`src/rtl/tree_pkg.sv`:
```
// Shared types for the classifier decision-tree walker.
// Default widths, FSM state encoding and the node-memory response layout.
// Imported by the walker and by anything that models node memory.
package tree_pkg;

  localparam int DEF_NODE_W      = 8;
  localparam int DEF_CHILD_CNT_W = 3;
  localparam int DEF_STAT_W      = 16;

  typedef enum logic [2:0] {
    IDLE    = 3'd0,
    FETCH   = 3'd1,
    WAIT    = 3'd2,
    EXPAND  = 3'd3,
    EMIT    = 3'd4,
    POP     = 3'd5,
    POPWAIT = 3'd6,
    DONE    = 3'd7
  } walker_state_e;

  // One node-memory response at the default widths.
  typedef struct packed {
    logic                       is_leaf;
    logic [DEF_NODE_W-1:0]      first_child;
    logic [DEF_CHILD_CNT_W-1:0] num_children;
  } node_resp_t;

endpackage

```
`src/rtl/dfs_tree_walker.sv`:
```
// Purpose: depth-first walk of the decision tree via an external node stack, emitting leaf indices.
// Latency: per node one FETCH cycle plus memory latency; one push per child, pop round trip of 2 cycles.
// Backpressure: holds leaf_valid/leaf_idx stable until leaf_ready; stops with sticky overflow on stk_full.
// Optional: define WALKER_STATS_EN to add nodes_visited / leaves_emitted counters.
module dfs_tree_walker
  import tree_pkg::*;
#(
  parameter int NODE_W      = DEF_NODE_W,
`ifdef WALKER_STATS_EN
  parameter int STAT_W      = DEF_STAT_W,
`endif
  parameter int CHILD_CNT_W = DEF_CHILD_CNT_W
) (
  input  logic                   clk,
  input  logic                   reset,
  input  logic                   start,
  input  logic [NODE_W-1:0]      root_idx,
  output logic                   busy,
  output logic                   done,
  output logic                   overflow,
  output logic                   mem_req,
  output logic [NODE_W-1:0]      mem_addr,
  input  logic                   mem_rvalid,
  input  logic                   mem_is_leaf,
  input  logic [NODE_W-1:0]      mem_first_child,
  input  logic [CHILD_CNT_W-1:0] mem_num_children,
  output logic                   leaf_valid,
  output logic [NODE_W-1:0]      leaf_idx,
  input  logic                   leaf_ready,
  output logic                   stk_push,
  output logic                   stk_pop,
  output logic [NODE_W-1:0]      stk_wdata,
  input  logic [NODE_W-1:0]      stk_rdata,
  input  logic                   stk_just_popped,
  input  logic                   stk_full,
`ifdef WALKER_STATS_EN
  input  logic                   stk_empty,
  output logic [STAT_W-1:0]      nodes_visited,
  output logic [STAT_W-1:0]      leaves_emitted
`else
  input  logic                   stk_empty
`endif
);

  walker_state_e          state_q, state_d;
  logic [NODE_W-1:0]      cur_node_q;
  logic [NODE_W-1:0]      first_child_q;
  logic [CHILD_CNT_W-1:0] k_q;
  logic                   overflow_q;
  logic [NODE_W-1:0]      child_idx;

  // Child index wraps modulo 2^NODE_W by truncation of the sum.
  assign child_idx = first_child_q + NODE_W'(k_q);
  assign overflow  = overflow_q;

  // State register.
  always_ff @(posedge clk) begin
    if (reset) state_q <= IDLE;
    else       state_q <= state_d;
  end

  // Next-state decode and Moore-style outputs.
  always_comb begin
    state_d    = state_q;
    busy       = (state_q != IDLE);
    done       = 1'b0;
    mem_req    = 1'b0;
    mem_addr   = '0;
    leaf_valid = 1'b0;
    leaf_idx   = '0;
    stk_push   = 1'b0;
    stk_pop    = 1'b0;
    stk_wdata  = '0;
    case (state_q)
      IDLE:    if (start) state_d = FETCH;
      FETCH: begin
        mem_req  = 1'b1;
        mem_addr = cur_node_q;
        state_d  = WAIT;
      end
      WAIT: begin
        mem_addr = cur_node_q;
        if (mem_rvalid) begin
          if (mem_is_leaf)                state_d = EMIT;
          else if (mem_num_children == '0) state_d = POP;
          else                            state_d = EXPAND;
        end
      end
      EXPAND: begin
        if (stk_full) begin
          state_d = DONE;
        end else begin
          stk_push  = 1'b1;
          stk_wdata = child_idx;
          if (k_q == '0) state_d = POP;
        end
      end
      EMIT: begin
        leaf_valid = 1'b1;
        leaf_idx   = cur_node_q;
        if (leaf_ready) state_d = POP;
      end
      POP: begin
        if (stk_empty) begin
          state_d = DONE;
        end else begin
          stk_pop = 1'b1;
          state_d = POPWAIT;
        end
      end
      POPWAIT: if (stk_just_popped) state_d = FETCH;
      DONE: begin
        done    = 1'b1;
        state_d = IDLE;
      end
      default: state_d = IDLE;
    endcase
  end

  // Datapath: current node, child expansion counter and sticky overflow.
  always_ff @(posedge clk) begin
    if (reset) begin
      cur_node_q    <= '0;
      first_child_q <= '0;
      k_q           <= '0;
      overflow_q    <= 1'b0;
    end else begin
      case (state_q)
        IDLE: if (start) begin
          cur_node_q <= root_idx;
          overflow_q <= 1'b0;
        end
        WAIT: if (mem_rvalid) begin
          first_child_q <= mem_first_child;
          k_q           <= mem_num_children - CHILD_CNT_W'(1);
        end
        EXPAND: begin
          if (stk_full) overflow_q <= 1'b1;
          else          k_q        <= k_q - CHILD_CNT_W'(1);
        end
        POPWAIT: if (stk_just_popped) cur_node_q <= stk_rdata;
        default: ;
      endcase
    end
  end

`ifdef WALKER_STATS_EN
  // Saturating visit and leaf-transfer counters, cleared per traversal.
  always_ff @(posedge clk) begin
    if (reset || (state_q == IDLE && start)) begin
      nodes_visited  <= '0;
      leaves_emitted <= '0;
    end else begin
      if (state_q == WAIT && mem_rvalid && nodes_visited != '1)
        nodes_visited <= nodes_visited + STAT_W'(1);
      if (state_q == EMIT && leaf_ready && leaves_emitted != '1)
        leaves_emitted <= leaves_emitted + STAT_W'(1);
    end
  end
`endif

endmodule

```
`config.mk`:
```
export PLATFORM = sky130hd
export DESIGN_NAME = dfs_tree_walker
export DESIGN_NICKNAME = d
export VERILOG_FILES = /design/src/rtl/tree_pkg.sv /design/src/rtl/dfs_tree_walker.sv
export SDC_FILE = /design/constraint.sdc
export NUM_CORES = 1
export LEC_CHECK = 0
export ABC_CLOCK_PERIOD_IN_PS = 1300
export BUFFER_PORTS_ARGS = -buffer_cell sky130_fd_sc_hd__buf_2
export CAP_MARGIN = 5
export CORE_AREA = 2 2 65 67
export CTS_CLUSTER_SIZE = 12
export DETAILED_ROUTE_END_ITERATION = 12
export DIE_AREA = 0 0 67 69
export GPL_TIMING_DRIVEN = 0
export PLACE_DENSITY = 0.8
export SLEW_MARGIN = 20
export SYNTH_ARGS = -nofsm -noshare
export SYNTH_HDL_FRONTEND = slang
export SYNTH_SLANG_ARGS = --single-unit
```
`constraint.sdc`:
```
create_clock -name clk -period 1.3 [get_ports clk]
set_input_delay 0.065 -clock clk [delete_from_list [all_inputs] [get_ports clk]]
set_output_delay 0.065 -clock clk [all_outputs]
set_load 0.05 [all_outputs]
```
==> results of run 1 <==
worst max path at each step:
| stage | startpoint | to | slack [ps] |
|---|---|---|---|
| finish | k_q[0] | stk_wdata[4] | -600 |
| global route | k_q[0] | stk_wdata[4] | -650 |
| CTS | k_q[0] | stk_wdata[6] | -610 |
| detailed placement | k_q[0] | stk_wdata[6] | -400 |
| global placement | k_q[0] | stk_wdata[6] | -360 |
| floorplan | k_q[1] | stk_wdata[7] | -270 |
tightest hold or removal path, delay by kind of cell:
| family | cells | cell delay, ps |
|---|---|---|
| AO/OA/AOI/OAI | 1 | 50 |
| AND/OR/NAND/NOR | 1 | 50 |
| buffers and inverters | 1 | 100 |
placed cells by master (no fill, tap or decap), types with 8 or more instances in the layout:
| cell | Yosys | final |
|---|---|---|
| buf_2 | 4 | 37 |
| buf_8 | 1 | 31 |
| nand2_1 | 33 | 27 |
| buf_6 | 2 | 24 |
| buf_4 | 2 | 17 |
| dfxtp_1 | 23 | 15 |
| and2_4 | 0 | 11 |
| and3_4 | 0 | 9 |
| nor2_1 | 18 | 9 |
| nand3_1 | 9 | 8 |
power groups by stage:
| stage | Combinational (µW) | Sequential (µW) | Clock [µW] |
|---|---|---|---|
| 3_5_place_dp | 2250 | 1040 | 0 |
| 5_1_grt | 4400 | 1140 | 519 |
| 6_report | 4240 | 1120 | 471 |
| 3_3_place_gp | 2230 | 1040 | 0 |
| 2_1_floorplan | 1820 | 1010 | 0 |
| 4_1_cts | 3680 | 1060 | 469 |
through the flow:
stage / hold WS, ps / utilization [%]
floorplan: 168 / -
global placement: 308 / 56.5
detailed placement: 311 / 56.5
CTS: 22.3 / 79.1
global route: 23.6 / 85.4
finish: 25.1 / 85.4
repair_timing:
item | in CTS | in global routing
hold buffers | 0 | 0
gates resized for setup | 146 | 41
endpoints found under the setup margin | 51 | 53
setup buffers | 24 | 18
pin swaps | 39 | 26
hold endpoints to repair | 0 | 0
cloned | 3 | 1
per-layer routing:
metal  up-vias  routed length, µm  global-route usage (%)
li1        917                  -                       -
met1       964               2500                    28.7
met2       109               3830                    52.0
met3        32                403                    6.20
met4         0                368                    13.8
met5         -                  0                       0
cell families (layout without fill, tap and decap cells):
kind of cell               Yosys count  after routing  synth area share [%]
and+or+nand+nor                    109            109                  36.1
adders and majority gates            5              5                  4.37
muxes                                5              5                  3.20
buffers and inverters               17            126                  6.40
AOI/OAI and AO/OA                   37             37                  19.0
xor gates and xnor gates             4              4                  2.19
DFF                                 23             23                  28.7
registers in the layout, summed over array words and instances, names as in the netlist:
register	count
state_q	3
overflow	1
k_q	3
first_child_q	8
cur_node_q	8
final cells by class:
type                            instances  area (µm²)
Buffer                                 12         161
Clock buffer                            3        41.3
Clock inverter                          1        5.00
Fill cell                             186         573
Inverter                                3        15.0
Multi-Input combinational cell        160        1490
Sequential cell                        23         485
Tap cell                               50        62.6
Timing Repair Buffer                  107        1080
==> key figures, run 1 <==
Outcome
  • Status: finished with violations
  • Failing checks: setup timing

GRT
  • First-pass GRT wire length: between 10,000 and 15,000 µm
  • Largest net degree at the start of global routing: 14
  • Grt ovf: 0
  • Vias in the first global route: 2,123
  • Initial antenna violation count: 0
  • Gr usage total: 28.2%

STA
  • RSZ-0062 raised after global routing: true
  • Period utilization: 146%
  • Worst rel slew slack: 55.2%
  • Least-Margin Pin Slew: around 670 ps
  • Slew Viols, Final: 0
  • Hold Violations, Final: 0
  • Fin Clk Skew: 4.37 ps
  • Setup slack after layout: -602 ps
  • Final setup viols: just over 50
  • Max Fclk: 526 MHz
  • Setup_tns: -13,720 ps
  • Post-route minimum period: 1900 ps

Final layout
  • Non-Filler Instances: 359
  • Number of diodes: 0
  • Fin nets: around 350
  • Share of layout cells above drive strength 1: 70.2%
  • Area delta synth->final: 108%
  • Fin area: 0.00334 mm²

Synthesis
  • Mapped Cells: 200
  • Syn avg cell area: 8.01 µm²
  • Synth Flop Type: dfxtp_1
  • Post-synth cell types: 46
  • Synth warn: 0
  • Area share of the largest cell type after synthesis: 28.7%
  • Syn_nets: ~240
  • Synth area leader: dfxtp_1
  • EDFF count, synth: 0
  • Ys async rst share: 0%
  • Yosys reg bits: 23
  • Area contributors post-synth: dfxtp_1 29%, nand2_1 7.7%, a311oi_2 4.7%
  • Seq/Total Area, Yosys: approximately 29%
  • Cell Area, Synth: ~0.0016 mm²
  • Most numerous cell in the Yosys netlist: nand2_1
  • Top cells by count, synth: 33 x nand2_1, 23 x dfxtp_1, 18 x nor2_1, 14 x a21oi_1, 11 x and2_1

Route
  • Via Count: 2,022
  • Routed WL per cell: 19.8 µm
  • Total DRC errors in the routed layout: 0
  • Drt pass-1 iters: 4
  • ANT nets after route: 0
  • Vias per inst: 5.63
  • Routed WL: 7100 µm
  • DRT iter0 DRCs: 87

Power and ir drop
  • Clock power share: 8.1%
  • Internal power: 3280 µW
  • Comb power frac: 72.7%
  • Switch Pwr: 2550 µW
  • Flop pwr share: approximately a fifth
  • LEAKAGE: 0.00137 µW
  • Tot Pwr: ~5800 µW
  • Net Sw Frac: 43.8%
  • Pwr dens: 1750 mW/mm²
  • Max VDD drop: ~1400 µV

Worst setup path
  • Max incr delay on CP: 360 ps
  • CP Capture Type: output pin
  • CP startpoint kind: register
  • R2R cell count: 8
  • Instance count on the critical path: 7
  • CP max-delay cell: dfxtp_4
  • Critical R2R Capture: cur_node_q[0]
  • R2r startpoint: state_q[1]
  • Crit Path Max Fanout: 2
  • Crit-path cells: ha_4, fa_2, a21oi_4, nor2b_2, xnor2_2, nor2_4, buf_8
  • Arrival @ worst endpoint: 1840 ps
  • WP data required: 1240 ps
  • Critical path's top delay family: adder cells
  • Crit path buffers/inverters: 1
  • Worst R2R Setup Slack: -350 ps
  • Kind of critical path: reg2out

Place
  • Pre-CTS WS: -403 ps
  • Port bufs: 66
  • Post-Place Cells: roughly 320
  • Final Wtd Congestion: 0.783
  • Placed cell area: between 0.002 and 0.0025 mm²
  • HPWL after DPL: 3280 µm

Worst hold path
  • Hold Crit Endpoint: first_child_q[1]
  • Min-delay src: mem_first_child[1]
  • Worst min-delay path category: in2reg
  • WHS Path Cells: 3

CTS
  • CTS buffer count: 3
  • CTS Buffer Depth: 2
  • TritonCTS clock tree: built
  • Sink Count: 23
  • CTS H-tree depth: 1
  • Worst skew pair latency: 270 ps
  • Clock Pin Slew Worst Setup and Hold Paths: 90 ps
  • Root Buffer: clkbuf_8

Die
  • Die ar.: about 0.0046 mm²
  • Core ar.: 0.00391 mm²
  • # rows: 23
  • Ports: 67
  • Die X-Extent: approximately 67 µm
  • Initial Utilization: about two fifths
  • Die Ht: 69 µm

Flow run
  • Max-cap violations: 0
Note: power is estimated with default switching activity, not from simulation.
==> run 2: changes to the inputs <==
--- a/config.mk
+++ b/config.mk
@@ -18,3 +18,4 @@
 export SYNTH_ARGS = -nofsm -noshare
 export SYNTH_HDL_FRONTEND = slang
 export SYNTH_SLANG_ARGS = --single-unit
+export TNS_END_PERCENT = 30
==> run 2 against run 1 <==
- the run still ends with setup timing left
- clock-buffer cell count rose by 1
- wire length down 28%
- sequential power shrank 4%
==> key figures, run 2 (same netlist as run 1, synthesis figures left out) <==
Outcome
  • Status: finished with violations
  • Failing checks: setup timing

CTS
  • Root Buffer: clkbuf_8
  • TritonCTS clock tree: built
  • Hold Buf Count CTS: 0
  • CTS H-tree depth: 1
  • CTS buffer count: 3
  • Sink Count: 23
  • Clock Pin Slew Worst Setup and Hold Paths: 90 ps
  • CTS Buffer Depth: 2
  • Worst skew pair latency: about 270 ps

STA
  • Setup slack after layout: -604 ps
  • Post-route minimum period: 1900 ps
  • Slew Viols, Final: 0
  • Fin Clk Skew: 5.21 ps
  • Max Fclk: 525 MHz
  • Period utilization: 146%
  • Final setup viols: 45
  • RSZ-0062 raised after global routing: true
  • Least-Margin Pin Slew: 642 ps
  • Final hold slack: approximately 25 ps
  • Hold Violations, Final: 0
  • Worst rel slew slack: ~57%

GRT
  • First-pass GRT wire length: approximately 8100 µm
  • Gr usage total: 22.1%
  • Initial antenna violation count: 0
  • Largest net degree at the start of global routing: 13
  • Vias in the first global route: roughly 1,800
  • Grt ovf: 0

Route
  • DRT iter0 DRCs: between 60 and 70
  • Via Count: 1,803
  • Vias per inst: 5.38
  • Routed WL: slightly above 5000 µm
  • ANT nets after route: 0
  • Routed WL per cell: 15.3 µm
  • Drt pass-1 iters: 4
  • Total DRC errors in the routed layout: 0

Final layout
  • Most common cell after layout, fill and taps aside: buf_2
  • Most frequent cells in the layout: 37 x buf_2, 32 x nand2_1, 25 x buf_8, 16 x buf_6, 15 x dfxtp_1
  • Share of layout cells above drive strength 1: 60.4%
  • Area delta synth->final: 81.8%
  • Fin nets: 327
  • Number of diodes: 0
  • Regs by FF count: cur_node_q (8), first_child_q (8)

Flow run
  • Max-cap violations: 0

Die
  • Die Ht: between 60 and 70 µm
  • # rows: 23
  • Core ar.: 0.00391 mm²
  • Die ar.: 0.00462 mm²
  • Initial Utilization: 41.0%
  • Ports: between 60 and 70
  • Die X-Extent: around 67 µm

Place
  • Pre-CTS WS: -392 ps
  • HPWL after DPL: 3160 µm
  • Port bufs: 66
  • Final Wtd Congestion: around 0.84

Power and ir drop
  • Pwr dens: around 1600 mW/mm²
  • Max VDD drop: 1380 µV
  • LEAKAGE: 0.00120 µW

Worst setup path
  • CP max-delay cell: fa_2
  • Kind of critical path: reg2out
  • Crit path buffers/inverters: 1
  • CP Capture Type: output pin
  • Max incr delay on CP: 370 ps
  • WP data required: between 1000 and 1500 ps
  • Crit Path Max Fanout: 2
  • Arrival @ worst endpoint: roughly 1800 ps
  • CP startpoint kind: register
  • Crit-path cells: ha_4, fa_2, a21oi_4, nor2b_1, xnor2_1, nor2_4, buf_6
  • Critical path's top delay family: adder cells

Worst hold path
  • Worst min-delay path category: in2reg
[run 2: changes by cell type in the layout (fill, tap and decap cells not counted), sizes merged]
| cell | delta |
|---|---|
| clkinv | -1 |
| buf | -22 |
| clkbuf | -1 |
[run 2: metrics by stage]
step | setup TNS [ps] | instances | instance area [µm²] | power, µW | util, %
after global placement | -10500 | 316 | 2120 | 3080 | 54.3
after global routing | -13700 | 335 | 2910 | 5020 | 74.5
after detailed placement | -11500 | 316 | 2120 | 3120 | 54.3
after floorplan | -5030 | 200 | 1730 | 2670 | -
final | -10660 | 335 | 2910 | 4780 | 74.5
after CTS | -11130 | 330 | 2750 | 4460 | 70.3
[run 2: area by class of cell]
type / instances / area (µm²)
multi-input cells: 160 / 1410
flip-flops and latches: 23 / 483
plain buffers: 13 / 168
well taps: 50 / 62.6
fillers: 242 / 1000
clock buffers: 4 / 45.0
inverters: 3 / 15.0
repair buffers: 82 / 736
[run 2: what timing repair did]
item | CTS | global route
endpoints found under the setup margin | 52 | 52
gates resized for setup | 131 | 34
gates cloned | 1 | 0
pin swaps | 15 | 14
setup buffers | 9 | 6
[run 2: power breakdown]
part | total [µW] | switching [µW] | internal [µW] | leakage [µW]
Sequential | 1080 | 190 | 891 | 0.000193
Combinational | 3240 | 1720 | 1520 | 0.000988
Clock | 462 | 242 | 220 | 0.0000228
[run 2: worst register-to-register path: stages, from the launching register on]
cell and delay (ps):
dfxtp_4 380, buf_12 150, nor3_4 210, a32o_4 230, buf_8 160, nor2_2 50, a311oi_2 220
[run 2: final timing paths]
path | cells after the start | startpoint | to | slack [ps]
setup / recovery | 7 | k_q[0] | stk_wdata[4] | -600
hold / removal | 3 | mem_first_child[0] | first_child_q[0] | 30
setup reg to reg | 6 | state_q[1] | cur_node_q[6] | -170
hold reg to reg | 2 | first_child_q[0] | first_child_q[0] | 490
[run 2: metal layers]
layer	part of all wire (%)	global-route usage, %
met5	0	0
met4	1.4	7.03
met3	4.5	3.26
met2	54	40.6
met1	40	25.3
